`src/rtl/bitstream_slot_mgr.sv`:
```
// Bitstream slot manager: allocates granule-aligned DDR slots per bitstream ID,
// tracks store completion and issues DMA load commands for stored bitstreams.
module bitstream_slot_mgr #(
  parameter int unsigned     ADDR_WIDTH = 34,
  parameter int unsigned     ID_WIDTH   = 4,
  parameter longint unsigned MEM_BYTES  = 2**30,
  parameter int unsigned     ALIGN_LOG2 = 12
) (
  input  logic                  s_axis_clk,
  input  logic                  rst,
  input  logic                  req_valid,
  output logic                  req_ready,
  input  logic [1:0]            req_func,
  input  logic [ID_WIDTH-1:0]   req_id,
  input  logic [31:0]           req_size,
  input  logic                  req_size_valid,
  output logic [ADDR_WIDTH-1:0] wr_addr,
  output logic                  wr_addr_valid,
  input  logic                  store_done,
  output logic                  dma_cmd_valid,
  input  logic                  dma_cmd_ready,
  output logic [ADDR_WIDTH-1:0] dma_cmd_addr,
  output logic [31:0]           dma_cmd_len,
  output logic                  err_valid,
  output logic [1:0]            err_code,
  output logic                  busy
);

  localparam int unsigned DEPTH = 1 << ID_WIDTH;
  // Wide enough for a 32-bit size rounded up plus a full address, so no sum can wrap.
  localparam int unsigned SW    = (ADDR_WIDTH + 1 > 34) ? ADDR_WIDTH + 1 : 34;
  localparam logic [SW:0]   MEM_L = (SW+1)'(MEM_BYTES);
  localparam logic [SW-1:0] GMASK = SW'((64'd1 << ALIGN_LOG2) - 64'd1);

  localparam logic [1:0] FN_STORE = 2'b00;
  localparam logic [1:0] FN_LOAD  = 2'b01;
  localparam logic [1:0] FN_CLEAR = 2'b10;

  localparam logic [1:0] E_BAD_SIZE = 2'b00;
  localparam logic [1:0] E_NO_SPACE = 2'b01;
  localparam logic [1:0] E_DUP_ID   = 2'b10;
  localparam logic [1:0] E_NOT_FND  = 2'b11;

  typedef enum logic [2:0] {
    S_IDLE, S_LOOKUP, S_ALLOC, S_WR_ACTIVE, S_DMA_ISSUE, S_ERROR
  } state_t;

  state_t state_q, state_d;

  logic [1:0]            func_q;
  logic [ID_WIDTH-1:0]   id_q;
  logic [31:0]           size_q;
  logic                  szv_q;

  logic [DEPTH-1:0]      valid_q, pending_q;
  logic [ADDR_WIDTH-1:0] base_q [DEPTH];
  logic [31:0]           len_q  [DEPTH];
  logic [ADDR_WIDTH-1:0] next_free_q;

  logic [ADDR_WIDTH-1:0] wr_addr_q, dma_addr_q;
  logic [31:0]           dma_len_q;
  logic [1:0]            err_code_q, err_d;

  logic                  take_req, do_alloc, do_commit, do_dma, do_clear;
  logic                  ent_valid, ent_pending, fits;
  logic [SW-1:0]         rsize, nf_ext;

  assign ent_valid   = valid_q[id_q];
  assign ent_pending = pending_q[id_q];
  assign nf_ext      = SW'(next_free_q);
  assign rsize       = (SW'(size_q) + GMASK) & ~GMASK;
  assign fits        = ({1'b0, nf_ext} + {1'b0, rsize}) <= MEM_L;

  assign req_ready     = (state_q == S_IDLE);
  assign busy          = (state_q != S_IDLE);
  assign wr_addr_valid = (state_q == S_ALLOC);
  assign dma_cmd_valid = (state_q == S_DMA_ISSUE);
  assign err_valid     = (state_q == S_ERROR);
  assign wr_addr       = wr_addr_q;
  assign dma_cmd_addr  = dma_addr_q;
  assign dma_cmd_len   = dma_len_q;
  assign err_code      = err_code_q;

  always_ff @(posedge s_axis_clk) begin
    if (rst) state_q <= S_IDLE;
    else     state_q <= state_d;
  end

  always_comb begin
    state_d   = state_q;
    err_d     = err_code_q;
    take_req  = 1'b0;
    do_alloc  = 1'b0;
    do_commit = 1'b0;
    do_dma    = 1'b0;
    do_clear  = 1'b0;
    case (state_q)
      S_IDLE: begin
        if (req_valid) begin
          take_req = 1'b1;
          state_d  = S_LOOKUP;
        end
      end
      S_LOOKUP: begin
        case (func_q)
          FN_STORE: begin
            if (!szv_q || size_q == '0) begin
              err_d   = E_BAD_SIZE;
              state_d = S_ERROR;
            end else if (ent_valid || ent_pending) begin
              err_d   = E_DUP_ID;
              state_d = S_ERROR;
            end else if (!fits) begin
              err_d   = E_NO_SPACE;
              state_d = S_ERROR;
            end else begin
              do_alloc = 1'b1;
              state_d  = S_ALLOC;
            end
          end
          FN_LOAD: begin
            if (!ent_valid || ent_pending) begin
              err_d   = E_NOT_FND;
              state_d = S_ERROR;
            end else begin
              do_dma  = 1'b1;
              state_d = S_DMA_ISSUE;
            end
          end
          FN_CLEAR: begin
            do_clear = 1'b1;
            state_d  = S_IDLE;
          end
          default: state_d = S_IDLE;
        endcase
      end
      S_ALLOC: state_d = S_WR_ACTIVE;
      S_WR_ACTIVE: begin
        if (store_done) begin
          do_commit = 1'b1;
          state_d   = S_IDLE;
        end
      end
      S_DMA_ISSUE: begin
        if (dma_cmd_ready) state_d = S_IDLE;
      end
      S_ERROR: state_d = S_IDLE;
      default: state_d = S_IDLE;
    endcase
  end

  always_ff @(posedge s_axis_clk) begin
    if (rst) begin
      func_q      <= '0;
      id_q        <= '0;
      size_q      <= '0;
      szv_q       <= 1'b0;
      valid_q     <= '0;
      pending_q   <= '0;
      next_free_q <= '0;
      wr_addr_q   <= '0;
      dma_addr_q  <= '0;
      dma_len_q   <= '0;
      err_code_q  <= '0;
    end else begin
      err_code_q <= err_d;
      if (take_req) begin
        func_q <= req_func;
        id_q   <= req_id;
        size_q <= req_size;
        szv_q  <= req_size_valid;
      end
      if (do_alloc) begin
        pending_q[id_q] <= 1'b1;
        base_q[id_q]    <= next_free_q;
        len_q[id_q]     <= size_q;
        next_free_q     <= ADDR_WIDTH'(nf_ext + rsize);
        wr_addr_q       <= next_free_q;
      end
      if (do_commit) begin
        valid_q[id_q]   <= 1'b1;
        pending_q[id_q] <= 1'b0;
      end
      if (do_dma) begin
        dma_addr_q <= base_q[id_q];
        dma_len_q  <= len_q[id_q];
      end
      if (do_clear) begin
        valid_q     <= '0;
        pending_q   <= '0;
        next_free_q <= '0;
      end
    end
  end

endmodule
```
`config.mk`:
```
export PLATFORM = sky130hd
export DESIGN_NAME = bitstream_slot_mgr
export DESIGN_NICKNAME = d
export VERILOG_FILES = /design/src/rtl/bitstream_slot_mgr.sv
export SDC_FILE = /design/constraint.sdc
export NUM_CORES = 1
export LEC_CHECK = 0
export BUFFER_PORTS_ARGS = -buffer_cell sky130_fd_sc_hd__buf_2
export CORE_ASPECT_RATIO = 0.7
export CORE_UTILIZATION = 35
export CTS_CLUSTER_SIZE = 14
export DETAILED_ROUTE_END_ITERATION = 8
export PLACE_DENSITY = 0.47
export RECOVER_POWER = 100
export SETUP_SLACK_MARGIN = 0.4
export SLEW_MARGIN = 25
export SYNTH_ARGS = -nofsm -noshare
export SYNTH_HDL_FRONTEND = slang
export SYNTH_SLANG_ARGS = --single-unit
```
`constraint.sdc`:
```
create_clock -name s_axis_clk -period 14.77 [get_ports s_axis_clk]
set_clock_uncertainty 0.15 [all_clocks]
set_input_delay 2.954 -clock s_axis_clk [delete_from_list [all_inputs] [get_ports s_axis_clk]]
set_output_delay 2.954 -clock s_axis_clk [all_outputs]
set_load 0.01 [all_outputs]
```
==> results of run 1 <==
[critical path: stages (launching register included)]
cell	delay, ns
dfxtp_1	0.76
nor4_1	0.16
nand3_1	0.34
and4_1	0.33
nand3_1	0.23
nor3_1	0.54
and4_1	0.33
nand2_1	0.08
xnor2_1	0.17
ha_1	0.39
nand2_1	0.20
a21oi_1	0.07
a22o_1	0.26
or4_1	0.50
a222oi_1	0.31
nand4_1	0.21
o41ai_4	0.26
clkbuf_1	1.05
nand3_1	0.89
nor4_1	0.54
clkbuf_1	2.45
[logic make-up after synthesis]
logic type | Yosys count | share of synthesized area
fa+ha+maj | 22 | 0.00688
simple gates | 456 | 0.0520
mux | 294 | 0.156
other cells | 1 | 0.0000913
flops | 1038 | 0.716
buf+inv | 182 | 0.0192
compound gates | 285 | 0.0424
xor+xnor | 32 | 0.00682
[state kept, by name, indices dropped and copies added (netlist names), 22 cells and up]
signal	flops
base_q	352
dma_cmd_addr	22
dma_cmd_len	32
len_q	512
next_free_q	22
size_q	32
wr_addr	22
[where the power goes]
group	leakage [nW]	total, mW	switching (mW)	internal [mW]
clock network	1.67	2.67	1.11	1.56
logic	3.51	0.358	0.207	0.150
registers	9.38	3.22	0.0468	3.18
[area by class of cell]
class	instances	area, um^2
multi-input cells	1113	11000
fillers	10400	69000
repair buffers	187	900
flip-flops and latches	1038	29400
clock buffers	143	2880
well taps	1537	1920
clock inverters	53	558
inverters	13	48.8
[how the worst min path moves through the flow]
stage | startpoint | endpoint | slack (ns) | cells past startpoint
final | dma_cmd_addr[12]$_SDFFE_PP0P_ | dma_cmd_addr[12]$_SDFFE_PP0P_ | 0.30 | 2
after floorplan | valid_q[10]$_SDFFE_PP0P_ | valid_q[10]$_SDFFE_PP0P_ | 0.28 | 2
after global routing | dma_cmd_len[13]$_SDFFE_PP0P_ | dma_cmd_len[13]$_SDFFE_PP0P_ | 0.32 | 2
after detailed placement | dma_cmd_addr[12]$_SDFFE_PP0P_ | dma_cmd_addr[12]$_SDFFE_PP0P_ | 0.29 | 2
after global placement | valid_q[8]$_SDFFE_PP0P_ | valid_q[8]$_SDFFE_PP0P_ | 0.29 | 2
after CTS | dma_cmd_addr[12]$_SDFFE_PP0P_ | dma_cmd_addr[12]$_SDFFE_PP0P_ | 0.30 | 2
[metal layers]
layer	share of wire	wire (um)
met1	0.48	51200
met3	0.057	6050
met5	0.00012	13
met4	0.017	1850
met2	0.45	47900
[Yosys cell counts, drive strengths merged, types with 21 or more instances]
library cell	instances	area share
o31ai	25	0.0046
edfxtp	864	0.63
ha	21	0.0064
nor4	22	0.0043
mux4	278	0.15
buf	53	0.0074
nand2	251	0.023
nand4	45	0.0069
a21oi	157	0.019
dfxtp	174	0.085
o21ai	27	0.0033
nor2	46	0.0042
clkbuf	116	0.011
[metrics by stage]
| stage | instance area (um^2) | utilization | total power [mW] | hold WS (ns) |
|---|---|---|---|---|
| after floorplan | 41200 | - | 3.52 | 0.281 |
| after global placement | 43600 | 0.377 | 3.64 | 0.293 |
| after detailed placement | 43600 | 0.377 | 3.65 | 0.294 |
| after CTS | 47100 | 0.407 | 6.32 | 0.303 |
| after global routing | 46700 | 0.404 | 6.45 | 0.323 |
| final | 46700 | 0.404 | 6.25 | 0.303 |
==> results.json, run 1 <==
{
  "postSynthAreaPerCell_um2": 17.8,
  "outcome": "finished, violations left",
  "layout_commonest_cell": "edfxtp_1",
  "synth_cell_types": 61,
  "dr_total_vias": 21800,
  "timing.final.crit_share": 0.735,
  "gr-total-overflow": 0,
  "nets": 2522,
  "dp_cells": 3886,
  "path_clk_slew_ns": 0.06,
  "core_region_area_mm2": 0.116,
  "drt-initial-drc-count": 1849,
  "setup-tns-final_ns": 0,
  "cts_resized": 0,
  "ios": 151,
  "final_max_slew_viol_count": 500,
  "hold_viol": 0,
  "grt_max_degree": 83,
  "maxCapViolCount": 16,
  "wl_per_cell_um": 26.2,
  "track_usage": 0.181,
  "ys_ff_latch": 1038,
  "dieWidth_um": 412,
  "yosysWarnings": 0,
  "cts_max_path_buffers": 3,
  "gp_congestion": 0.833,
  "use_met2": 0.273,
  "hold_path.class": "reg -> reg",
  "grt.met1_usage": 0.269,
  "synth_area_mm2": 0.0411,
  "p_leak_nw": 14.6,
  "start_kind": "register",
  "period_needed_ns": 10.86,
  "seq_area_frac_synth": 0.716,
  "max-vdd-ir-drop_uv": 93.5,
  "ff2ff_setup_slack_ns": 3.91,
  "busiest_layer": "met2",
  "cts_setup_buffers": 0,
  "clock.fmax_mhz": 92.1,
  "cts_made_buffers": 103,
  "tightest_slew_ns": 3.52,
  "syn_to_final_growth_pct": 13.7,
  "cts_tree": "built",
  "reg2regPathDepth": 20,
  "cts-root-buf": "clkbuf_16",
  "async_flop_share": 0,
  "drt.antenna.violating_nets": 0,
  "synthFlopType": "edfxtp_1",
  "rows": 104,
  "worstSetupPathType": "reg -> reg",
  "insertion_delay_ns": 0.70,
  "crit_start": "size_q[0]$_SDFFE_PP0P_",
  "synth-edff-count": 864,
  "fin_ws_ns": 3.91,
  "fp.dieArea_mm2": 0.119,
  "holdBufCountCts": 0,
  "fin_cells": 4084,
  "dieHeight_um": 289,
  "syn_inst": 2310,
  "crit_path_max_fanout": 42,
  "setup.worst_path.end": "base_q[13][13]$_DFFE_PP_",
  "grtUsageMet3": 0.0393,
  "drtPass1Iterations": 5,
  "arrival_ns": 10.91,
  "num_antenna_cells": 0,
  "grt_pass1_vias": 22300,
  "antenna_found_initial": 5,
  "p_per_area_mw_per_mm2": 134,
  "failed_checks": "max-capacitance violations, max-slew violations",
  "cts_htree_levels": 3,
  "place_ws_ns": 6.19,
  "rsz0062_at_grt": "false",
  "io_buffers": 126,
  "crit_path_end_kind": "register",
  "cts_sinks": 1038,
  "timing.rr.end": "base_q[13][13]$_DFFE_PP_",
  "reg2reg_from": "size_q[0]$_SDFFE_PP0P_",
  "grt_pass1_wl_um": 155000,
  "dpl.hpwl_um": 61700,
  "start_util": 0.355,
  "cp.required_ns": 14.82,
  "slew_headroom": -1.35,
  "drive_gt1_frac": 0.203,
  "drc": 0,
  "routed_wl_um": 107000,
  "final_cell_mix": "edfxtp_1, mux4_2, nand2_1",
  "finalSetupViolations": 0,
  "viasPerCell": 5.34
}
(Power assumes the default switching activity.)
==> inputs of run 2 (changes only) <==
Settings changed: PLACE_DENSITY 0.47 to 0.49.
Clock period 14.77 ns to 9.8 ns, I/O delays scaled along.
==> run 2 against run 1 <==
Against the previous run: the run still ends with max-capacitance violations, max-slew violations left; total power rose by 51%; combinational power up 51%; count of clock-buffer cells in the layout decreased by 5; critical endpoint is now len_q[13][5]$_DFFE_PP_; largest power group unchanged.
==> results.json, run 2 (synthesis results as in run 1) <==
{
  "maxCapViolCount": 5,
  "syn_to_final_growth_pct": 13.9,
  "rsz0062_at_grt": "false",
  "dpl.hpwl_um": 61600,
  "ff2ff_setup_slack_ns": 1.07,
  "grt_pass1_vias": 22500,
  "fin_ws_ns": 0.975,
  "path_clk_slew_ns": 0.06,
  "gp_congestion": 0.849,
  "ios": 151,
  "min_to": "dma_cmd_len[16]$_SDFFE_PP0P_",
  "path_cells": "clkbuf_1, clkbuf_1, nor4_1, clkbuf_2",
  "crit_path_max_fanout": 79,
  "dpl-instance-area_mm2": 0.0436,
  "critPathMaxStageDelay_ns": 3.23,
  "p_per_area_mw_per_mm2": 202,
  "p_sw_mw": 2.08,
  "worstSetupPathType": "in -> reg",
  "io_buffers": 126,
  "place_ws_ns": 1.52,
  "drtPass1Iterations": 6,
  "design_area_mm2": 0.0468,
  "routed_wl_um": 107000,
  "cts_max_path_buffers": 3,
  "drc": 0,
  "drive_gt1_frac": 0.208,
  "cts_resized": 0,
  "largest_reg_flops": 512,
  "setup-tns-final_ns": 0,
  "clock.fmax_mhz": 113,
  "start_util": 0.355,
  "p_int_mw": 7.36,
  "cts_htree_levels": 3,
  "grt_max_degree": 151,
  "layout_commonest_cell": "edfxtp_1",
  "drt.antenna.violating_nets": 0,
  "cp.required_ns": 9.82,
  "timing.final.crit_share": 0.901,
  "drt-initial-drc-count": 2124,
  "p_comb_frac": 0.057,
  "gr-total-overflow": 0,
  "slew_headroom": -2.17,
  "period_needed_ns": 8.82,
  "p_leak_nw": 14.6,
  "viasPerCell": 5.41,
  "fp.dieArea_mm2": 0.119,
  "hold_path.class": "reg -> reg",
  "failed_checks": "max-capacitance violations, max-slew violations",
  "rows": 104,
  "start_kind": "input pin",
  "top_register": "len_q",
  "switching_share": 0.221,
  "seqPwrFrac": 0.514,
  "final_cell_mix": "edfxtp_1, mux4_2, nand2_1",
  "cts_setup_buffers": 0,
  "core_region_area_mm2": 0.116,
  "reg2regPathDepth": 21,
  "crit_path_end_kind": "register",
  "hold_viol": 0,
  "timing.rr.end": "len_q[10][27]$_DFFE_PP_",
  "grt_pass1_wl_um": 155000,
  "crit_slowest_cell": "clkbuf_1",
  "holdBufCountCts": 0,
  "finalSetupViolations": 0,
  "num_antenna_cells": 0,
  "arrival_ns": 8.84,
  "reg2reg_from": "size_q[7]$_SDFFE_PP0P_",
  "nets": 2519,
  "final_max_slew_viol_count": 233,
  "outcome": "finished, violations left",
  "track_usage": 0.180,
  "antenna_found_initial": 2,
  "tightest_slew_ns": 4.75,
  "worstHoldStart": "dma_cmd_len[16]$_SDFFE_PP0P_",
  "dieHeight_um": 289,
  "wl_per_cell_um": 26.3,
  "dr_total_vias": 22100,
  "cts_tree": "built",
  "insertion_delay_ns": 0.70,
  "cts-root-buf": "clkbuf_16",
  "dieWidth_um": 412,
  "max-vdd-ir-drop_uv": 125,
  "cts_made_buffers": 104,
  "power_frac_clock": 0.429,
  "cts_sinks": 1038,
  "top_regs": "len_q: 512 flops, base_q: 352 flops",
  "whs_path_depth": 2,
  "cp_common_cell": "clkbuf_1"
}
==> run 2: how the worst max path moves through the flow <==
stage	from	end	slack, ns
detailed placement	size_q[0]$_SDFFE_PP0P_	len_q[10][22]$_DFFE_PP_	1.52
finish	rst	len_q[13][5]$_DFFE_PP_	0.98
floorplan	size_q[10]$_SDFFE_PP0P_	base_q[15][12]$_DFFE_PP_	-0.70
CTS	size_q[7]$_SDFFE_PP0P_	len_q[10][29]$_DFFE_PP_	1.48
global route	size_q[8]$_SDFFE_PP0P_	len_q[10][27]$_DFFE_PP_	0.53
global placement	size_q[9]$_SDFFE_PP0P_	len_q[10][24]$_DFFE_PP_	1.76
==> run 2: per-layer routing <==
layer | wire (um) | global-route usage | part of all wire | up-vias
met1 | 51100 | 0.269 | 0.48 | 11700
met3 | 6610 | 0.0374 | 0.062 | 169
met4 | 2530 | 0.0475 | 0.024 | 0
li1 | - | - | - | 9534
met5 | 0 | 0 | 0 | -
met2 | 47100 | 0.268 | 0.44 | 662
==> run 2: layout make-up <==
type | instances | area [um^2]
fill | 10300 | 68900
sequential | 1038 | 29400
multi-input combinational | 1113 | 11000
clock buffer | 138 | 2780
tap | 1537 | 1920
timing repair buffer | 183 | 917
clock inverter | 57 | 693
inverter | 13 | 48.8
==> run 2: through the flow <==
step                      cells  power, mW  hold slack (ns)  utilization
after floorplan            2333       5.30            0.281            -
after global placement     3883       5.49            0.293        0.377
after detailed placement   3883       5.50            0.296        0.377
after CTS                  4078       9.55            0.305        0.407
after global routing       4079       9.74            0.323        0.405
final                      4079       9.44            0.304        0.405
==> run 2: critical path: cells and delay by family <==
kind,cells,cell delay [ns]
buffers and inverters,3,6.45
AND/OR/NAND/NOR,1,0.31
==> run 2: power by group through the flow <==
| stage | clock network (mW) | logic, mW | registers (mW) |
|---|---|---|---|
| after detailed placement | 0 | 0.545 | 4.95 |
| after global routing | 4.31 | 0.581 | 4.86 |
| after global placement | 0 | 0.541 | 4.95 |
| after CTS | 4.15 | 0.547 | 4.86 |
| after floorplan | 0 | 0.385 | 4.91 |
| final | 4.05 | 0.539 | 4.85 |
==> inputs of run 3 (changes only) <==
Settings changed: PLACE_DENSITY 0.49 to 0.55.
==> run 3 against run 2 <==
Against the previous run: critical path type is now reg -> reg; design area about the same; register-to-register slack improved by 0.14 ns; count of clock-buffer cells in the layout fell by 2; clock power down 2%; the flow still finishes with violations (max-capacitance violations, max-slew violations); highest routed layer unchanged; sequential share of layout area about the same; die area stayed put; cell count about the same; wire length shrank 4.0%.
==> results.json, run 3 (synthesis results as in run 1) <==
{
  "top_register": "len_q",
  "reg2reg_from": "size_q[10]$_SDFFE_PP0P_",
  "dieWidth_um": 412,
  "fin_cells": 4082,
  "core_region_area_mm2": 0.116,
  "tightest_slew_ns": 3.81,
  "cts_setup_buffers": 0,
  "routed_wl_um": 103000,
  "nFillCells": 10400,
  "cts_made_buffers": 101,
  "maxCapViolCount": 6,
  "timing.final.crit_share": 0.876,
  "start_kind": "register",
  "final_cell_mix": "edfxtp_1, mux4_2, nand2_1",
  "hold_viol": 0,
  "whs_path_depth": 2,
  "hold_path.class": "reg -> reg",
  "start_util": 0.355,
  "cts_max_path_buffers": 3,
  "path_clk_slew_ns": 0.06,
  "outcome": "finished, violations left",
  "drt-initial-drc-count": 1946,
  "arrival_ns": 8.73,
  "dp_cells": 3890,
  "io_buffers": 126,
  "drt.antenna.violating_nets": 0,
  "crit_path_max_fanout": 29,
  "drive_gt1_frac": 0.212,
  "top_regs": "len_q: 512 flops, base_q: 352 flops",
  "max-vdd-ir-drop_uv": 135,
  "gp_congestion": 0.882,
  "fp.dieArea_mm2": 0.119,
  "cts_tree": "built",
  "cts_resized": 0,
  "timing.rr.end": "base_q[1][13]$_DFFE_PP_",
  "dpl.hpwl_um": 59400,
  "wl_met1_um": 48900,
  "crit_path_end_kind": "register",
  "cts_htree_levels": 3,
  "track_usage": 0.173,
  "antenna_found_initial": 1,
  "grt_pass1_wl_um": 150000,
  "drtPass1Iterations": 5,
  "wl_per_cell_um": 25.2,
  "drc": 0,
  "final_max_slew_viol_count": 256,
  "num_antenna_cells": 0,
  "grt_pass1_vias": 22300,
  "p_leak_nw": 14.6,
  "met3_length_um": 6120,
  "route.met2.wl_um": 46500,
  "cp.required_ns": 9.95,
  "cts-root-buf": "clkbuf_16",
  "reg2regPathDepth": 21,
  "power_mw": 9.34,
  "syn_to_final_growth_pct": 13.9,
  "rsz0062_at_grt": "false",
  "finalSetupViolations": 0,
  "cts_sinks": 1038,
  "p_per_area_mw_per_mm2": 200,
  "slew_headroom": -1.54,
  "grt_max_degree": 98,
  "dieHeight_um": 289,
  "ff2ff_setup_slack_ns": 1.21,
  "clock.fmax_mhz": 116,
  "insertion_delay_ns": 0.70,
  "ios": 151,
  "holdBufCountCts": 0,
  "period_needed_ns": 8.59,
  "viasPerCell": 5.39,
  "dr_total_vias": 22000,
  "worstHoldStart": "dma_cmd_len[9]$_SDFFE_PP0P_",
  "rows": 104,
  "gr-total-overflow": 0,
  "nets": 2523,
  "worstSetupPathType": "reg -> reg",
  "min_to": "dma_cmd_len[9]$_SDFFE_PP0P_",
  "layout_commonest_cell": "edfxtp_1",
  "failed_checks": "max-capacitance violations, max-slew violations",
  "top_layer": "met4",
  "largest_reg_flops": 512
}
[run 3: routing by layer]
layer | track usage | up-vias
met1 | 0.261 | 11700
met2 | 0.262 | 628
met4 | 0.0319 | 0
li1 | - | 9543
met5 | 0 | -
met3 | 0.0336 | 119
[run 3: layout make-up]
type | count | area (um^2) | area share
Clock buffer | 136 | 2830 | 0.0606
Clock inverter | 55 | 581 | 0.0124
Inverter | 13 | 48.8 | 0.00104
Multi-Input combinational cell | 1113 | 11000 | 0.235
Sequential cell | 1038 | 29400 | 0.629
Tap cell | 1537 | 1920 | 0.0411
Timing Repair Buffer | 190 | 961 | 0.0205
[run 3: worst max-delay path by stage]
stage / from / endpoint / slack, ns / depth (start not counted)
2_1_floorplan: size_q[10]$_SDFFE_PP0P_ / base_q[15][12]$_DFFE_PP_ / -0.70 / 19
3_3_place_gp: size_q[7]$_SDFFE_PP0P_ / len_q[1][9]$_DFFE_PP_ / 1.85 / 21
3_5_place_dp: size_q[10]$_SDFFE_PP0P_ / len_q[1][9]$_DFFE_PP_ / 1.86 / 21
4_1_cts: size_q[10]$_SDFFE_PP0P_ / base_q[1][13]$_DFFE_PP_ / 1.82 / 21
5_1_grt: size_q[10]$_SDFFE_PP0P_ / base_q[1][13]$_DFFE_PP_ / 0.71 / 21
6_report: size_q[10]$_SDFFE_PP0P_ / base_q[1][13]$_DFFE_PP_ / 1.21 / 21
[run 3: per-stage QoR]
step	setup slack (ns)	setup TNS, ns	utilization	area (um^2)	hold WS [ns]
floorplan	-0.696	-225.30	-	41200	0.281
global placement	1.85	0	0.377	43700	0.293
detailed placement	1.86	0	0.377	43700	0.297
CTS	1.82	0	0.407	47100	0.305
global route	0.711	0	0.404	46800	0.323
finish	1.21	0	0.404	46800	0.305
[run 3: report_power, final]
| group | internal (mW) | switching [mW] |
|---|---|---|
| sequential | 4.79 | 0.0551 |
| combinational | 0.226 | 0.317 |
| clock | 2.28 | 1.68 |
| total | 7.29 | 2.05 |
[run 3: critical path, cell delays in order (launching register included)]
cell	delay, ns
dfxtp_1	0.72
nor4_1	0.20
nand3_1	0.32
and4_1	0.34
nand3_1	0.25
nor3_1	0.57
and4_1	0.34
nand2_1	0.10
xnor2_1	0.14
ha_1	0.37
nand2_1	0.19
a21oi_1	0.07
a22o_1	0.26
or4_1	0.50
a222oi_1	0.36
nand4_1	0.22
o41ai_4	0.26
buf_4	0.38
nand3_1	0.63
nor3_1	0.35
buf_4	0.48
clkbuf_2	0.94
